[config.mk]
export PLATFORM = sky130hd
export DESIGN_NAME = run_sequencer
export DESIGN_NICKNAME = d
export VERILOG_FILES = /design/src/rtl/run_sequencer.sv
export SDC_FILE = /design/constraint.sdc
export NUM_CORES = 1
export LEC_CHECK = 0
export ABC_AREA = 1
export CORE_MARGIN = 5
export CORE_UTILIZATION = 30
export DETAILED_ROUTE_END_ITERATION = 16
export GPL_ROUTABILITY_DRIVEN = 0
export HOLD_SLACK_MARGIN = 0.03
export PLACE_DENSITY = 0.59
export RECOVER_POWER = 100
export SLEW_MARGIN = 10
export SYNTH_ARGS = -nofsm -noshare
export SYNTH_HDL_FRONTEND = slang
export SYNTH_SLANG_ARGS = --single-unit
[constraint.sdc]
create_clock -name clk -period 2.2 [get_ports clk]
set_input_delay 0.66 -clock clk [delete_from_list [all_inputs] [get_ports clk]]
set_output_delay 0.66 -clock clk [all_outputs]
set_load 0.02 [all_outputs]
[src/rtl/run_sequencer.sv]
// run_sequencer: host-side run controller for the processor top level.
// A host request becomes a timed core reset pulse followed by a run window.
// The window closes on the core's done flag or on a watchdog limit.
// The host then sees a registered acknowledge, the run length in cycles and
// whether the watchdog ended the run.
module run_sequencer #(
    parameter int INIT_CYCLES = 2,
    parameter int TIMEOUT     = 100000,
    parameter int CW          = 32
) (
    input  logic          clk,
    input  logic          init,
    input  logic          host_req,
    input  logic          core_ack,
    output logic          core_init,
    output logic          core_req,
    output logic          host_ack,
    output logic          busy,
    output logic [CW-1:0] cycle_count,
    output logic          timeout
);

    // The init counter only has to count down INIT_CYCLES-1 .. 0.
    localparam int IW = (INIT_CYCLES > 1) ? $clog2(INIT_CYCLES) : 1;
    localparam logic [IW-1:0] INIT_LOAD = IW'(INIT_CYCLES - 1);
    // This is the count value seen during the final RUN cycle the watchdog allows.
    localparam logic [CW-1:0] LAST_RUN = CW'(TIMEOUT - 1);

    typedef enum logic [1:0] {
        IDLE,
        INIT_CORE,
        RUN,
        DONE
    } state_t;

    state_t        state;
    logic [IW-1:0] initCount;

    // Single Moore FSM.
    // Every output is written on the same edge as the state it belongs to, so
    // the outputs are registered and match the state visible in that cycle.
    always_ff @(posedge clk) begin
        if (init) begin
            state       <= IDLE;
            initCount   <= '0;
            core_init   <= 1'b0;
            core_req    <= 1'b0;
            host_ack    <= 1'b0;
            busy        <= 1'b0;
            cycle_count <= '0;
            timeout     <= 1'b0;
        end else begin
            case (state)
                IDLE: begin
                    if (host_req) begin
                        state       <= INIT_CORE;
                        initCount   <= INIT_LOAD;
                        core_init   <= 1'b1;
                        busy        <= 1'b1;
                        cycle_count <= '0;
                        timeout     <= 1'b0;
                    end
                end
                INIT_CORE: begin
                    // The core's ack is stale while it is held in reset, so it is ignored here.
                    if (initCount == '0) begin
                        state     <= RUN;
                        core_init <= 1'b0;
                        core_req  <= 1'b1;
                    end else begin
                        initCount <= initCount - 1'b1;
                    end
                end
                RUN: begin
                    cycle_count <= cycle_count + 1'b1;
                    if (core_ack) begin
                        state    <= DONE;
                        core_req <= 1'b0;
                        busy     <= 1'b0;
                        host_ack <= 1'b1;
                    end else if (cycle_count == LAST_RUN) begin
                        state    <= DONE;
                        core_req <= 1'b0;
                        busy     <= 1'b0;
                        host_ack <= 1'b1;
                        timeout  <= 1'b1;
                    end
                end
                DONE: begin
                    // core_init stays low so the host can still read the core's memory.
                    if (!host_req) begin
                        state    <= IDLE;
                        host_ack <= 1'b0;
                    end
                end
                default: begin
                    state     <= IDLE;
                    core_init <= 1'b0;
                    core_req  <= 1'b0;
                    host_ack  <= 1'b0;
                    busy      <= 1'b0;
                end
            endcase
        end
    end

endmodule

# == Word level (Yosys, flattened, before mapping) ==
# Index checks and enable logic that the tools add are counted.
# W data, S select, Z words.
# totals
ff_bits,40
inputBits,4
output_inout_bits,37
elab_cells,58
# op_classes
addsub,2
n_eq_ne,10
n_mux,25
n_reduce_logical,13
# op_table
operator,n
$pmux W32 S2,1
$add A32 B1 Y32 const B,1
$eq A32 B17 Y1 const B,1
$mux W32,1
$pmux W1 S2,6
$reduce_and A3 Y1,4
$mux W1,11
$mux W2,5
$ne A2 B2 Y1 const B,5
$pmux W2 S4,1
$reduce_and A4 Y1,2
$reduce_bool A2 Y1,4
$eq A2 B2 Y1 const B,2
$reduce_and A2 Y1,2
$ne A3 B3 Y1 const B,1
$eq A2 B1 Y1 const B,1
$logic_not A2 Y1,1
$sub A1 B1 Y1 const B,1

# == Logic depth before layout (Yosys ltp) ==
# depth
ltp_word,4
mapped_depth,13
mapped_depth_nobuf,13

# == Worst setup path before layout ==
# No wires, ideal clock.
# synth_timing
path_kind,input port to flip-flop
from,input port host_req
to,register cycle_count[3]
setup_ps,70
arrival_time_ps,1580
required_time_ps,2130
setup_slack_ps,550
stages,10
n_path_buf,1
cell_sequence,inv_1 -> nand2_2 -> nand2_2 -> inv_2 -> nand2_1 -> nand2_1 -> inv_2 -> clkbuf_2 -> o21ai_0 -> a21oi_1
# synth_via
elab_chain_cells,2
# synth_lines
item,line,text
start: declaration,13,"input logic host_req,"
$ne A2 B2 Y1 (no source line),-,
$reduce_and A2 Y1 (no source line),-,
end signal: assignment,75,cycle_count <= cycle_count + 1'b1;
end: declaration,19,"output logic [CW-1:0] cycle_count,"
# Every way passes these cells.
# A chain may end at the register's enable or synchronous reset.

# == Final worst setup path ==
# layout_timing
from,register cycle_count[23]
to,output port cycle_count[23]
# No word-level cell between the ends.

==> reports/results.tsv <==
stage	metric	value	unit
routing	ant_nets	0	
die	core	7250	um^2
critical_path	timing.rr.start	state[0]	
routing	drt_iter0_drc	156	
layout	final_layout_size_suffix_gt1_share	8.85	%
logic_synthesis	yosysMostFrequentCell	nand2_1	
global_routing	grt_overflow	0	
logic_synthesis	yosysWarnings	0	
critical_path	end_kind	primary output	
logic_synthesis	synth_top_area_share	35.8	%
clocking	ctsHtreeMaxLevel	2	
clocking	clkTransAtPathRegs	80	ps
global_routing	grt_max_degree	18	
critical_path	cp_max_fo	5	
layout	utilization	40.4	%
critical_path	arrival	1430	ps
die	io_pins	41	
logic_synthesis	ys_seq_area_share	35.8	%
die	start_util	30.8	%
sta	finClkSkew	5.16	ps
sta	finalSetupViolCount	0	
pwr	power_per_cell_area	764	nW/um^2
place	port_buffers	40	
place	place_hpwl	4710	um
logic_synthesis	synth_common_cells	nand2_1, nor2_1, inv_1	
pwr	leakagePower	1.38	nW
logic_synthesis	syn-instance-count	348	
global_routing	antenna_found_initial	0	
critical_path	critical_path.slowest_cell	dlygate4sd3_1	
min_path	hp-class	flop to flop	
critical_path	r2r-end	cycle_count[15]	
clocking	ctsResizeCount	0	
clocking	hold_buffers	0	
global_routing	grt_util_all_layers	14.0	%
logic_synthesis	avgSynthCellArea	6.42	um^2
critical_path	critPathRequiredTime	1540	ps
logic_synthesis	synthArstFlopShare	0	%
min_path	min_from	host_ack	
sta	period_share	94.9	%
routing	drc	0	
sta	slew_headroom	78.5	%
sta	finalHoldViolCount	0	
logic_synthesis	syn_area	2230	um^2
logic_synthesis	synth-simple-area-share	40.6	%
clocking	cts_root_buffer	clkbuf_8	
critical_path	critPathMaxStageDelay	710	ps
logic_synthesis	synthAdderAreaFrac	2.80	%
critical_path	crit_path_cell_trace	dlygate4sd3_1	
run_status	status	complete, no violations	
routing	num_vias	2311	
layout	fillerInstances	778	
layout	diodes	0	
pwr	vdd_drop_max	0.273	mV
clocking	cts_buffer_depth	2	
clocking	cts_buffers	5	
die	die_w	96.3	um
sta	period_needed	2090	ps
layout	syn_to_final_growth	31.1	%
sta	fmax	479	MHz
critical_path	crit_type	flop to primary output	
die	dieArea	9270	um^2
critical_path	critPathBufInv	1	
sta	worstMarginPinSlew	321	ps
die	rows	31	
clocking	cts_tree	done	
routing	routed_wl	5910	um
layout	fin_nets	415	
clocking	cts_setup_buffers	0	
global_routing	grt_pass1_vias	2216	
sta	fin_tns_setup	0	ps
min_path	min_path_cells	2	
critical_path	path_delay_family	buffers and inverters	
clocking	worstSkewPairLatency	290	ps
routing	first_pass_iters	4	
sta	grt_setup_unrepaired	false	
logic_synthesis	synth_nets	357	
logic_synthesis	synth-xor-area-share	0	%
die	fp.dieH	96.3	um
critical_path	start_kind	flop	
logic_synthesis	synth_edf_count	0	
clocking	cts.sink_count	40	
sta	finalMaxSlewViolations	0	
logic_synthesis	synth_ff_type	dfxtp_1	
logic_synthesis	synth_top_family_by_area	simple AND/OR/NAND/NOR gates	
logic_synthesis	yosys.area.top_type	dfxtp_1	
logic_synthesis	synth_seq_cells	40	
min_path	hold_path_end	host_ack	
routing	via_per_inst	4.57	
logic_synthesis	synth_cell_types	30	
critical_path	reg2reg_depth	12	
logic_synthesis	synth_compound_area_share	10.4	%
sta	holdWs	440	ps
logic_synthesis	synthTopCellsByArea	dfxtp_1, nand2_1, nor2_1	
logic_synthesis	muxShareOfSynthArea	0	%
global_routing	grt_pass1_wl	10200	um
routing	wl_per_cell	11.7	um
flow_run	maxCapViolations	0	
critical_path	rrSetupSlack	310	ps
## how the worst max path moves through the flow
stage	startpoint	end	slack (ps)	cells past startpoint
after detailed placement	host_req	cycle_count[15]	-80	11
after global routing	host_req	cycle_count[15]	30	11
after CTS	cycle_count[20]	cycle_count[20]	110	1
after global placement	host_req	cycle_count[21]	-60	9
final	cycle_count[23]	cycle_count[23]	110	1
after floorplan	host_req	cycle_count[3]	550	10
## layout by cell type, fill, tap and decap left out, drive strengths merged
master and instances:
nand4 10, ha 5, o221ai 1, nand2 96, or2 1, a2bb2oi 1, inv 53, nor2 62
clkdlybuf4s50 5, nor4 1, dlygate4sd3 35, buf 12, dfxtp 40, and3 1, a31oi 1, o21a 1
clkinv 1, a211oi 1, nor3 13, a21oi 21, nand3 19, clkbuf 10, o21ai 17
## layer usage
| layer | share of wire (%) | vias to the layer above | GRT usage, % | routed length, um |
|---|---|---|---|---|
| met5 | 0 | - | 0 | 0 |
| met4 | 0.68 | 0 | 4.09 | 40 |
| met3 | 5.0 | 2 | 3.36 | 294 |
| met2 | 46 | 44 | 22.4 | 2720 |
| met1 | 48 | 1043 | 18.8 | 2850 |
| li1 | - | 1222 | - | - |
## cell type report
class | count | area, um^2 | area share [%]
Inverter | 54 | 203 | 6.92
Multi-Input combinational cell | 251 | 1200 | 40.9
Timing Repair Buffer | 54 | 514 | 17.5
Clock buffer | 8 | 90.1 | 3.07
Tap cell | 99 | 124 | 4.23
Sequential cell | 40 | 801 | 27.3
## state kept, by name, summed over array words and instances, names as in the netlist
signal       count
busy             1
core_init        1
core_req         1
cycle_count     32
host_ack         1
initCount        1
state            2
timeout          1
## logic make-up (layout without fill, tap and decap cells)
kind of cell,after synthesis,after routing
AOI/OAI and AO/OA,43,43
adders and majority gates,5,5
buffers and inverters,57,116
DFF,40,40
and+or+nand+nor,203,203
## stage by stage
step           cell area, um^2  cells  setup WS, ps  power, mW
2_1_floorplan             2230    348           550       1.46
3_3_place_gp              2850    498         -55.5       1.77
3_5_place_dp              2850    498         -83.7       1.78
4_1_cts                   2940    506           111       2.30
5_1_grt                   2930    506          29.5       2.43
6_report                  2930    506           112       2.24
## report_power, final
part	internal, mW	total [mW]	switching, mW
clock	0.256	0.504	0.248
combinational	0.368	0.903	0.535
sequential	0.789	0.833	0.0438
total	1.41	2.24	0.826
No activity file was read; power rests on OpenSTA's default activity.
==> edit 1, RTL diff (same settings) <==
Change the parameter `INIT_CYCLES` from 2 to 4.
--- a/src/rtl/run_sequencer.sv
+++ b/src/rtl/run_sequencer.sv
@@ -4,7 +4,7 @@
 // The host then sees a registered acknowledge, the run length in cycles and
 // whether the watchdog ended the run.
 module run_sequencer #(
-    parameter int INIT_CYCLES = 2,
+    parameter int INIT_CYCLES = 4,
     parameter int TIMEOUT     = 100000,
     parameter int CW          = 32
 ) (
Function: changed (Yosys sat finds a counterexample within 4 cycles, from zero or initial values).
==> edit 1 against the original RTL <==
Wire length up 3.8%; final area grew 2.9%; sequential power increased by 2%; fmax down 2.0%; worst setup slack worse by 0.042 ns; sequential cell count is 1 higher; non-clock buffer count decreased by 3; power is 0.74% higher; clock power grew 30%; synthesized area increased by 5.1%; critical path type unchanged; synthesized cell count up 2.3%.
==> edit 1: results (changes against the original RTL) <==
Status
  • Outcome: finished clean

Worst setup path
  • Worst Setup SP: cycle_count[12]
  • Crit path capture: cycle_count[12]
  • R2R Path End: cycle_count[29]
  • Worst Reg2Reg Path Length in Cells: 10 (-2)
  • Worst R2R Setup Slack: 0.18 ns (-0.13 ns)
  • Worst Path Arrival: 1.47 ns (+0.04 ns)
  • Max FO, Critical Path: 6 (+1)

Drt
  • Routed met1 length: 2.89 mm (+1.2%)
  • Uppermost layer routed: met4
  • Number of DRC markers in iteration 0: 106 (-32%)
  • DR vias/cell: 4.65 (+1.9%)
  • WL met2: 2.88 mm (+5.8%)
  • Met3 wire len: 275 µm (-6.5%)
  • Avg WL per Cell: 12.0 µm (+2.5%)

Global route
  • GR Util All Layers: 13.0% (-0.99 points)
  • Vias in the first global route: 2256 (+1.8%)
  • Met1 usage: 16.1% (-2.7 points)
  • GR met2 Demand/Resource: 22.1% (-0.27 points)
  • Largest net degree at the start of global routing: 14 (-4)
  • First-pass GRT wire length: 10.5 mm (+2.4%)
  • GR Util met3: 3.61% (+0.25 points)

Logic synthesis
  • Syn. warnings: 0 (unchanged)
  • Cell variety after synth: 29 (-3.3%)
  • Seq/Total Area, Yosys: 34.9% (-0.88 points)
  • Largest cells by area after synthesis: dfxtp_1, nand2_1, inv_1
  • Commonest cells in the netlist: nand2_1, inv_1, nor2_1, dfxtp_1, a21oi_1

Finish
  • Largest registers: cycle_count x32, initCount x2, state x2
  • Share of post-route cells with drive strength above 1: 9.27% (+0.42 points)
  • Flip-flop and latch count: 41 (+2.5%)
  • Nets: 420 (+1.2%)
  • Non-CTS buffers: 51 (-5.6%)
  • Fraction of area in registers: 27.2% (-0.11 points)
  • Inverter count: 55 (+1.9%)
  • Clock network area share: 3.86% (+0.78 points)
  • NonClk Buf Share: 15.5% (-2.0 points)
  • Fillcell total: 860 (+11%)
  • Multi-input comb cells: 255 (+1.6%)
  • # clk buffers: 7 (-1)
  • Multi-input gate share of total cell area: 42.2% (+1.3 points)

Timing
  • Clk_skew: 0.00193 ns (-0.00324 ns)
  • Relative slew slack: 73.7% (-4.7 points)
  • Setup WS post-layout: 0.0700 ns (-0.0420 ns)

Placement
  • HPWL after DPL: 4.83 mm (+2.4%)
  • Pre-CTS WS: -0.0854 ns (-0.00165 ns)

Pwr
  • LEAKAGE: 1.25 nW (-9.4%)
  • VDD IR max: 0.428 mV (+57%)

Hold path
  • Hold depth: 2 (unchanged)
edit 1: cell types whose count changed in the layout (fill, tap and decap cells not counted), sizes merged, moves of 4 or more:
cell	unedited run	this run
a21oi	21	27
o21a	1	5
buf	12	6
nand2	96	84
edit 1: logic make-up after synthesis:
| kind of cell | after synthesis | synth area share (%) |
|---|---|---|
| and+or+nand+nor | 194 | 38.0 |
| adders and majority gates | 7 | 3.73 |
| DFF | 41 | 34.9 |
| buffers and inverters | 60 | 10.2 |
| AOI/OAI and AO/OA | 54 | 13.1 |
edit 1: report_power, final:
part	internal, mW	switching, mW
logic	0.263	0.488
registers	0.810	0.0416
clock network	0.371	0.283
edit 1: metrics by stage:
stage	area, µm²	total power, mW	setup TNS, ns	instances	hold slack, ns
floorplan	2350	1.42	0	356	0.444
CTS	3050	2.32	0	512	0.450
global route	3020	2.42	0	512	0.494
finish	3020	2.26	0	512	0.442
global placement	2930	1.64	-0.0656	504	0.439
detailed placement	2930	1.65	-0.153	504	0.437
==> edit 2, RTL diff (config.mk and constraints unchanged) <==
Made on the original files. Re-encode `state_t` (4 states) as Gray code, 2 bits wide.
--- a/src/rtl/run_sequencer.sv
+++ b/src/rtl/run_sequencer.sv
@@ -27,10 +27,10 @@
     localparam logic [CW-1:0] LAST_RUN = CW'(TIMEOUT - 1);
 
     typedef enum logic [1:0] {
-        IDLE,
-        INIT_CORE,
-        RUN,
-        DONE
+        IDLE      = 2'b00,
+        INIT_CORE = 2'b01,
+        RUN       = 2'b11,
+        DONE      = 2'b10
     } state_t;
 
     state_t        state;
Check against the original RTL: no difference found for any inputs over 10 cycles, from zero or initial values; not proved beyond that.
==> edit 2 against the original RTL <==
Sequential cell count did not move; synthesized area increased by 2.6%; largest cell class unchanged; critical path type unchanged; register-to-register slack improved by 0.04 ns; highest routed layer unchanged; wire length increased by 10%; die area increased by 2.4%; first-iteration DRC count is 22% higher; count of clock-buffer cells in the layout decreased by 3; final area increased by 0.85%; worst setup slack got worse by 0.023 ns.
Power is not compared: it rests on default switching activity, and its combinational part moved more than twofold at a synthesized area within 25%.
==> edit 2: results (changes against the original RTL) <==
Clock tree
  • PostCTS Resize Cnt: 0 (unchanged)
  • CTS root buf: clkbuf_8
  • Post-CTS Hold Buffers: 0 (unchanged)

Timing
  • Relative slew slack: 57.9% (-21 points)
  • Clk_skew: 0.00673 ns (+0.00157 ns)

Logic synthesis
  • Adder-cell share of the synthesized area: 0.546% (-2.3 points)
  • Seq/Total Area, Yosys: 34.9% (-0.92 points)
  • Commonest cells in the netlist: nand2_1, inv_1, dfxtp_1, nor2_1, a21oi_1
  • Compound-Gate Fraction of Synth Area: 14.9% (+4.5 points)
  • Cell variety after synth: 31 (+3.3%)
  • Syn nets: 361 (+1.1%)
  • Largest cells by area after synthesis: dfxtp_1, nand2_1, inv_1
  • Multiplexer share of the synthesized area: 0% (unchanged)

Worst setup path
  • Crit path capture: cycle_count[5]
  • Worst R2R Setup Slack: 0.35 ns (+0.04 ns)
  • Worst path top cell family by delay: buffers and inverters
  • Worst r2r src: cycle_count[0]
  • R2R Path End: state[1]
  • Worst Setup SP: cycle_count[5]
  • Worst Reg2Reg Path Length in Cells: 10 (-2)
  • Crit path max-delay cell type: dlygate4sd3_1
  • Max FO, Critical Path: 6 (+1)
  • Worst Path Arrival: 1.45 ns (+0.02 ns)

Global route
  • First-pass GRT wire length: 11.1 mm (+9.0%)
  • Largest net degree at the start of global routing: 21 (+3)
  • Vias in the first global route: 2371 (+7.0%)
  • GR Util All Layers: 14.1% (+0.058 points)
  • Initial antenna violation count: 0 (unchanged)

Drt
  • DRT Wirelength: 6.51 mm (+10%)
  • Number of DRC markers in iteration 0: 190 (+22%)
  • DR vias/cell: 4.85 (+6.2%)

Status
  • Outcome: finished clean

Hold path
  • Hold Startpoint: core_req

Placement
  • HPWL after DPL: 5.05 mm (+7.1%)

Finish
  • Share of post-route cells with drive strength above 1: 8.46% (-0.39 points)
  • Nets: 406 (-2.2%)

Pwr
  • LEAKAGE: 1.13 nW
edit 2: how the worst min path moves through the flow:
stage	cells past startpoint	to	slack [ns]
global route	2	core_req	0.50
CTS	2	core_req	0.47
global placement	2	core_req	0.45
finish	2	core_req	0.46
detailed placement	2	core_req	0.45
floorplan	2	initCount	0.45
edit 2: cell families (layout without fill, tap and decap cells):
family          after synthesis  in the layout
compound gates               61             61
fa+ha+maj                     1              1
buf+inv                      58            104
flops                        40             40
simple gates                196            196
edit 2: final cells by class:
cell class | count | area [µm²]
clock buffer | 5 | 68.8
clock inverter | 3 | 90.1
fill | 785 | 4380
inverter | 52 | 195
multi-input combinational | 258 | 1250
sequential | 40 | 801
tap | 99 | 124
timing repair buffer | 44 | 430
edit 2: routing by layer:
layer	global-route usage (%)	share of wire (%)
met1	18.2	47
met2	22.6	46
met3	3.95	5.4
met4	4.90	2.1
met5	0	0
edit 2: power by group through the flow:
| stage | sequential (mW) | combinational, mW | clock (mW) |
|---|---|---|---|
| final | 0.781 | 0.251 | 0.848 |
| after global routing | 0.787 | 0.284 | 0.888 |
| after CTS | 0.783 | 0.274 | 0.867 |
| after detailed placement | 0.800 | 0.272 | 0 |
| after global placement | 0.799 | 0.271 | 0 |
| after floorplan | 0.817 | 0.156 | 0 |
edit 2: per-stage QoR:
| stage | setup WS (ns) | hold WS, ns | cell area [µm²] | total power [mW] | cells |
|---|---|---|---|---|---|
| after floorplan | 0.578 | 0.454 | 2290 | 0.973 | 356 |
| after detailed placement | 0.126 | 0.454 | 2820 | 1.07 | 493 |
| after global routing | 0.0348 | 0.502 | 2960 | 1.96 | 501 |
| after global placement | 0.115 | 0.453 | 2820 | 1.07 | 493 |
| final | 0.0885 | 0.462 | 2960 | 1.88 | 501 |
| after CTS | 0.0964 | 0.467 | 2980 | 1.92 | 501 |
